File: src/rtl/universal_regi.sv
// universal_regi: falling-edge universal register with hold, load, shift,
// rotate, increment and decrement. Also reports the carry, borrow or
// shifted-out bit, and flags an all-zero value combinationally.
module universal_regi #(
   parameter int                 WIDTH   = 8,
   parameter logic [WIDTH-1:0]   RST_VAL = '0
) (
   input  logic             clk,
   input  logic             rst,
   input  logic [WIDTH-1:0] in,
   input  logic             sel,
   input  logic [2:0]       mode,
   input  logic             sin,
   output logic [WIDTH-1:0] out,
   output logic             cout,
   output logic             zero
);

   localparam logic [2:0] M_HOLD = 3'b000;
   localparam logic [2:0] M_LOAD = 3'b001;
   localparam logic [2:0] M_SHL  = 3'b010;
   localparam logic [2:0] M_SHR  = 3'b011;
   localparam logic [2:0] M_ROTL = 3'b100;
   localparam logic [2:0] M_ROTR = 3'b101;
   localparam logic [2:0] M_INC  = 3'b110;
   localparam logic [2:0] M_DEC  = 3'b111;

   localparam logic [WIDTH:0] ONE_EXT = {{WIDTH{1'b0}}, 1'b1};

   logic [WIDTH-1:0] out_q, out_d;
   logic             cout_q, cout_d;
   logic [WIDTH:0]   inc_ext, dec_ext;

   // The adder and subtractor are one bit wider than the data path. The extra
   // top bit is the wrap flag: inc carries out from all ones, and dec borrows
   // from zero.
   assign inc_ext = {1'b0, out_q} + ONE_EXT;
   assign dec_ext = {1'b0, out_q} - ONE_EXT;

   // Next-state selection; sel=0 keeps both out and cout untouched.
   always_comb begin
      out_d  = out_q;
      cout_d = cout_q;
      if (sel) begin
         case (mode)
            M_HOLD: cout_d = 1'b0;
            M_LOAD: begin
               out_d  = in;
               cout_d = 1'b0;
            end
            M_SHL: begin
               out_d  = {out_q[WIDTH-2:0], sin};
               cout_d = out_q[WIDTH-1];
            end
            M_SHR: begin
               out_d  = {sin, out_q[WIDTH-1:1]};
               cout_d = out_q[0];
            end
            M_ROTL: begin
               out_d  = {out_q[WIDTH-2:0], out_q[WIDTH-1]};
               cout_d = 1'b0;
            end
            M_ROTR: begin
               out_d  = {out_q[0], out_q[WIDTH-1:1]};
               cout_d = 1'b0;
            end
            M_INC: begin
               out_d  = inc_ext[WIDTH-1:0];
               cout_d = inc_ext[WIDTH];
            end
            M_DEC: begin
               out_d  = dec_ext[WIDTH-1:0];
               cout_d = dec_ext[WIDTH];
            end
            default: begin
               out_d  = out_q;
               cout_d = cout_q;
            end
         endcase
      end
   end

   // State update on the falling edge; synchronous reset overrides any operation.
   always_ff @(negedge clk) begin
      if (rst) begin
         out_q  <= RST_VAL;
         cout_q <= 1'b0;
      end else begin
         out_q  <= out_d;
         cout_q <= cout_d;
      end
   end

   assign out  = out_q;
   assign cout = cout_q;
   assign zero = (out_q == '0);

endmodule

File: config.mk
export PLATFORM = sky130hd
export DESIGN_NAME = universal_regi
export DESIGN_NICKNAME = d
export VERILOG_FILES = /design/src/rtl/universal_regi.sv
export SDC_FILE = /design/constraint.sdc
export NUM_CORES = 1
export LEC_CHECK = 0
export CORE_MARGIN = 1
export CORE_UTILIZATION = 40
export CTS_BUF_LIST = sky130_fd_sc_hd__clkbuf_8
export CTS_CLUSTER_DIAMETER = 200
export DETAILED_ROUTE_END_ITERATION = 10
export PLACE_DENSITY = 0.64
export REMOVE_ABC_BUFFERS = 1
export SLEW_MARGIN = 20
export SYNTH_ARGS = -nofsm -noshare
export SYNTH_HDL_FRONTEND = slang
export SYNTH_SLANG_ARGS = --single-unit
export TNS_END_PERCENT = 1
File: constraint.sdc
create_clock -name clk -period 2.2 [get_ports clk]
set_clock_uncertainty 0.2 [all_clocks]
set_input_delay 0.44 -clock clk [delete_from_list [all_inputs] [get_ports clk]]
set_output_delay 0.44 -clock clk [all_outputs]
set_load 0.01 [all_outputs]
==> results.md, run 1 <==
- Most frequent cell after synthesis: a21oi_1
- Leak: 0.821 nW
- R2r setup slk: -0.85 ns
- Final HPWL DP: 2.78 mm
- Worst Setup Start Kind: register
- Reg2reg end: cout
- Wl on met1: ~1.6 mm
- Cts hold-fix bufs: 0
- # rows: 19
- Total inserted antenna cells: 0
- Total power: 0.915 mW
- Worst endpoint required time: 1.56 ns
- Worst skew pair latency: roughly 0.32 ns
- CP max-delay cell: dfxtp_2
- Post-synth EDFFs: 0
- Vias in the first global route: 1425
- Clock transition at the registers of the reported paths: ~0.03 ns
- Fin cells: 253
- Adder-Cell Fraction of Synth Area: 0.0217
- Max Root-Sink Buffers: 2
- Post-synthesis compound-gate area fraction: 0.317
- R2R depth: 19
- Clock root buffer: clkbuf_8
- Post-Syn Instances: 145
- Post-route worst setup slack: -0.904 ns
- Initial antenna violation count: 0
- Synthesized cell area: 1150 um2
- Final ANT Viol Nets: 0
- Maxcap violations: 0
- Crit Path Class: register to output port
- DR WL met2: 2.07 mm
- DR WL/cell: about 16 um
- Starting Density: 0.422
- Top Metal Used: met4
- Placed Cells: 226
- Hold depth: 2
- Failing checks: setup timing
- Sequential area share after synthesis: 0.156
- Hold path startpoint: cout
- Initial drt markers: 35
- Die Ht: around 56 um
- Synth area leaders: dfxtp_1 16%, a21oi_1 6.1%, mux2i_1 4.3%
- Clock sink count: 9
- Max incr delay on CP: roughly 0.32 ns
- Total GRT Usage: 0.270
- Global route total overflow: 0
- Ys async rst share: 0
- Library cells used by synthesis: 56
- Pin count of the biggest net entering global routing: 24
- Crit. End Element: output port
- Main combinational cell family by area after synthesis: compound AO/OA/AOI/OAI gates
- Setup TNS: -9.69 ns
- Max_slew headroom: 0.741
- First-pass GRT wire length: 6.52 mm
- IO Pins: 25
- Simple-gate share of the synthesized area: 0.304
- Reg-to-reg startpoint: out[0]
- Ratio of cells with drive above 1 in the final layout: 0.486
- I/O Buffers: 24
- Multiplexer share of the synthesized area: 0.0630
- Drt first pass iters: 4
- Final hold vios: 0
- Worst hold path class: register to register
- Synth Flop Type: dfxtp_1
- PwrDens: 472 nW/um2
- DRC: 0
- RD Place Congestion: 0.958
- Vias/cell: roughly 5.7
- Syn Area/Cell: 7.95 um2
- Nets: 240
- Worst Path Arrival: 2.46 ns
- Post-synth top cells: 14 x a21oi_1, 12 x nand2_1, 10 x nor2_1, 9 x dfxtp_1
- Wire length on met3: between 200 and 250 um
- Slew Limit Fails: 0
- Crit-path cells: inv_2, ha_4, nor3b_4, nand2_2, nor2_2, buf_2
- Synthesis Warnings: 0
- Routed wire length: around 4.0 mm
- Area grow syn2layout: 68.1%
- CTS tree: yes
- Post-synth top area cell: dfxtp_1
- Seq cells post-synth: 9
- CP max FO: 2
- RSZ-0062 raised after global routing: true
- Tightest Pin Transition: between 0.3 and 0.4 ns
- Peak VDD IR: about 460 uV
- CTS H-tree depth: 1
- Endpoints failing setup: 19
- DIE AREA: 3100 um2
- CTS buffer count: 3
- Synth top area share: 0.156
- Worst Hold End: cout
- Via count: 1430
- Die width: roughly 56 um
- Core Footprint: 2730 um2
- Run status: complete, but fails checks
- Xor/xnor cell area share of the yosys netlist: 0.0228
-- logic make-up after synthesis --
group,after synthesis
simple gates,57
compound gates,48
buf+inv,19
flops,9
mux,7
xor+xnor,3
fa+ha+maj,2
-- layer usage --
layer  vias up  GRT usage
met5         -          0
met4         0      0.111
met3        16     0.0698
met2        54      0.497
met1       662      0.288
li1        698          -
-- sequential cells by signal, summed over array words and instances (netlist names) --
register,cells
cout,1
out,8
-- layout by cell type, fill, tap and decap left out, drive strengths merged, types with 3 or more instances in the layout --
cell type	netlist	layout
nor3	5	5
nand2	14	14
nand2b	4	4
o21ai	9	9
nor2b	4	4
dfxtp	9	9
mux2i	5	5
a21oi	14	14
inv	4	13
nor2	10	10
buf	12	66
a31oi	3	3
nor3b	4	4
dlygate4sd2	0	3
clkdlybuf4s50	0	9
clkbuf	3	3
nand3	6	6
-- power breakdown --
| part | total (mW) | switching [mW] | internal (mW) |
|---|---|---|---|
| clock | 0.274 | 0.129 | 0.145 |
| combinational | 0.452 | 0.194 | 0.257 |
| sequential | 0.189 | 0.0132 | 0.176 |
| total | 0.915 | 0.336 | 0.578 |
-- how the worst max path moves through the flow --
stage                       start  cells after the start  endpoint  slack, ns
after floorplan            out[0]                      5      zero      -0.70
after global routing       out[1]                      6      zero      -0.97
final                      out[0]                      6      zero      -0.90
after CTS                  out[0]                      6      zero      -0.87
after detailed placement  mode[1]                      7    out[6]      -1.22
after global placement    mode[1]                      7    out[6]      -1.16
-- critical path, delay by kind of cell (launching register included) --
kind	cells	cell delay [ns]
adder cells (fa/ha/maj)	1	0.13
buffers and inverters	2	0.21
flip-flops	1	0.32
AND/OR/NAND/NOR	3	0.39
-- what timing repair did --
| action | 4_1_cts | 5_1_grt |
|---|---|---|
| pin swaps | 6 | 2 |
| endpoints found under the setup margin | 19 | 19 |
| gates cloned | 0 | 0 |
| setup buffers | 14 | 1 |
| gates resized for setup | 77 | 16 |
-- layout make-up --
type,instances,area (um2)
clock buffers,3,41.3
clock inverters,10,37.5
flip-flops and latches,9,204
fillers,217,797
inverters,3,11.3
repair buffers,80,716
well taps,31,38.8
multi-input cells,117,888
-- per-stage QoR --
step	setup WS [ns]	util	hold WS (ns)	instance area, um2
detailed placement	-1.22	0.598	0.306	1630
global route	-0.974	0.708	0.353	1940
finish	-0.904	0.708	0.326	1940
global placement	-1.16	0.598	0.291	1630
CTS	-0.866	0.689	0.318	1880
floorplan	-0.701	-	0.310	1030
Power figures use the tool's default switching activity.
==> run 2, diff against run 1 <==
--- a/config.mk
+++ b/config.mk
@@ -10,7 +10,7 @@
 export CTS_BUF_LIST = sky130_fd_sc_hd__clkbuf_8
 export CTS_CLUSTER_DIAMETER = 200
 export DETAILED_ROUTE_END_ITERATION = 10
-export PLACE_DENSITY = 0.64
+export PLACE_DENSITY = 0.63
 export REMOVE_ABC_BUFFERS = 1
 export SLEW_MARGIN = 20
 export SYNTH_ARGS = -nofsm -noshare
==> run 2 against run 1 <==
  * Hold slack worse by 0.029 ns
  * Via count decreased by 3.1%
  * Flip-flop and latch count unchanged
  * Largest cell class unchanged
  * First-iteration DRC count is 8.6% higher
  * Total power down 8.3%
  * Final area fell by 4.6%
  * The flow still finishes with violations (setup timing)
  * Final cell count decreased by 4.7%
  * Critical endpoint unchanged
  * Highest routed layer unchanged
  * Register-to-register slack gained 1.2 ns
  * Combinational power fell by 16%
  * Critical path depth unchanged
==> results.md, run 2 (synthesized netlist as in run 1, its figures left out) <==
- DRC: 0 (unchanged)
- Hold path startpoint: cout (unchanged)
- Max_slew headroom: 0.713 (was 0.741)
- Core Footprint: 2730 um2 (unchanged)
- Max incr delay on CP: 0.32 ns (about the same)
- Worst endpoint required time: 1.56 ns (about the same)
- Most frequent cells in the layout: 34 x buf_4, 15 x buf_6, 14 x a21oi_1, 11 x nand2_1 (was 47 x buf_4, 15 x buf_6, 14 x a21oi_1, 11 x nand2_1, 10 x inv_1)
- Drt first pass iters: 4 (unchanged)
- Crit path max-delay family: simple AND/OR/NAND/NOR gates (unchanged)
- Final ANT Viol Nets: 0 (unchanged)
- Initial drt markers: 38 (was 35)
- Clock root buffer: clkbuf_8 (unchanged)
- First-pass GRT wire length: 6.32 mm (was 6.52 mm)
- Combinational Power Share: 0.454 (was 0.494)
- R2R depth: 7 (was 19)
- Ratio of cells with drive above 1 in the final layout: 0.467 (was 0.486)
- Clock sink count: 9 (unchanged)
- Routed wire length: 3.79 mm (was 4.00 mm)
- RSZ-0062 raised after global routing: true (unchanged)
- Crit Path Class: register to output port (unchanged)
- Total GRT Usage: 0.259 (was 0.270)
- Post-route worst setup slack: -0.875 ns (was -0.904 ns)
- RD Place Congestion: 0.860 (was 0.958)
- Worst hold path class: register to register (unchanged)
- Endpoints failing setup: 19 (unchanged)
- Worst skew pair latency: 0.32 ns (about the same)
- Sw Share: 0.369 (was 0.368)
- Tightest Pin Transition: 0.427 ns (was 0.386 ns)
- Area grow syn2layout: 60.4% (was 68.1%)
- Reg2reg end: out[4] (was cout)
- Via count: 1385 (was 1430)
- Psw: 0.309 mW (was 0.336 mW)
- Setup TNS: -8.69 ns (was -9.69 ns)
- Run status: complete, but fails checks (unchanged)
- CP max FO: 2 (unchanged)
- Reg-to-reg startpoint: out[1] (was out[0])
- Worst Path Arrival: 2.44 ns (was 2.46 ns)
- Final HPWL DP: 2.72 mm (was 2.78 mm)
- CTS buffer count: 3 (unchanged)
- PwrDens: 454 nW/um2 (was 472 nW/um2)
- Pin count of the biggest net entering global routing: 28 (was 24)
- Hold WS: 0.297 ns (was 0.326 ns)
- Total inserted antenna cells: 0 (unchanged)
- Worst slack at placement: -1.13 ns (was -1.22 ns)
- Crit-path cells: inv_2, ha_4, nor3b_4, nand2_2, nor2_1, buf_2 (was inv_2, ha_4, nor3b_4, nand2_2, nor2_2, buf_2)
- Max Root-Sink Buffers: 2 (unchanged)
- Final instance area: 1850 um2 (was 1940 um2)
- Crit. End Element: output port (unchanged)
- Internal: 0.530 mW (was 0.578 mW)
- Commonest non-fill, non-tap cell in the layout: buf_4 (unchanged)
- DR WL/cell: 15.7 um (was 15.8 um)
- Die width: 55.7 um (unchanged)
- Starting Density: 0.422 (unchanged)
- Initial antenna violation count: 0 (unchanged)
- Vias/cell: 5.75 (was 5.65)
- Die Ht: 55.7 um (unchanged)
- Vias in the first global route: 1374 (was 1425)
- Clock transition at the registers of the reported paths: 0.04 ns (was 0.03 ns)
- Maxcap violations: 0 (unchanged)
- Clock power frac: 0.320 (was 0.299)
- Total power: 0.839 mW (was 0.915 mW)
- Cell Area, Placed: 1630 um2 (about the same)
- Slew Limit Fails: 0 (unchanged)
- Crit path buf inv count: 2 (unchanged)
- R2r setup slk: 0.38 ns (was -0.85 ns)
- Sequential fraction of design power: 0.226 (was 0.207)
- CP max-delay cell: dfxtp_2 (unchanged)
- CTS H-tree depth: 1 (unchanged)
- Nets: 228 (was 240)
- Leak: 0.769 nW (was 0.821 nW)
- CTS tree: yes (unchanged)
- Worst Hold End: cout (unchanged)
- # rows: 19 (unchanged)
- Global route total overflow: 0 (unchanged)
- IO Pins: 25 (unchanged)
- Peak VDD IR: 303 uV (was 458 uV)
- Failing checks: setup timing (unchanged)
- DIE AREA: 3100 um2 (unchanged)
- I/O Buffers: 24 (unchanged)
- Worst Setup Start Kind: register (unchanged)
- Final hold vios: 0 (unchanged)
- Hold depth: 2 (unchanged)
- Max reg flops: 8 (unchanged)
## run 2: cell count changes in the layout (fill, tap and decap cells not counted), moves of 2 or more
cell           change
buf_4             -13
dfxtp_2            +2
dfxtp_4            -2
dlygate4sd2_1      -2
o21ai_1            +2
## run 2: worst max-delay path by stage
stage | start | end | slack [ns] | cells after the start
after floorplan | out[0] | zero | -0.70 | 5
after global placement | mode[0] | out[3] | -1.05 | 7
after detailed placement | mode[0] | out[3] | -1.13 | 7
after CTS | out[1] | zero | -0.88 | 6
after global routing | out[0] | zero | -0.96 | 6
final | out[1] | zero | -0.88 | 6
## run 2: metal layers
layer | track usage | part of all wire | vias to the layer above
met2 | 0.460 | 0.52 | 49
met5 | 0 | 0 | -
met1 | 0.296 | 0.40 | 659
li1 | - | - | 667
met3 | 0.0535 | 0.057 | 10
met4 | 0.114 | 0.022 | 0
## run 2: power by group through the flow
stage	logic (mW)	clock network (mW)	registers (mW)
after global routing	0.413	0.288	0.191
after floorplan	0.137	0.0280	0.209
after global placement	0.338	0.0280	0.189
after detailed placement	0.344	0.0280	0.189
after CTS	0.362	0.281	0.190
final	0.381	0.269	0.190
## run 2: worst register-to-register path: cells and delay by family (launching register included)
kind	cells	cell delay, ns
buffers and inverters	1	0.15
and+or+nand+nor	2	0.26
AOI/OAI and AO/OA	2	0.29
muxes	1	0.31
adders and majority gates	1	0.19
DFF	1	0.33
## run 2: timing repair
item	4_1_cts	5_1_grt
setup buffers	2	2
resized for setup	83	9
endpoints found under the setup margin	19	19
hold buffers	0	0
pin swaps	8	1
## run 2: through the flow
step                utilization  cells
global route              0.676    241
CTS                       0.658    239
detailed placement        0.595    225
floorplan                     -    130
finish                    0.676    241
global placement          0.595    225
## run 2: layout make-up
class                   count  area, um2
fillers                   224        886
multi-input cells         117        886
inverters                   3       11.3
flip-flops and latches      9        199
clock buffers               3       41.3
clock inverters            10       37.5
well taps                  31       38.8
repair buffers             68        634
==> run 3, diff against run 2 <==
--- a/config.mk
+++ b/config.mk
@@ -12,7 +12,7 @@
 export DETAILED_ROUTE_END_ITERATION = 10
 export PLACE_DENSITY = 0.63
 export REMOVE_ABC_BUFFERS = 1
-export SLEW_MARGIN = 20
+export SLEW_MARGIN = 10
 export SYNTH_ARGS = -nofsm -noshare
 export SYNTH_HDL_FRONTEND = slang
 export SYNTH_SLANG_ARGS = --single-unit
==> results of run 3 <==
No change in the layout: final DEF, timing and power equal those of run 2.
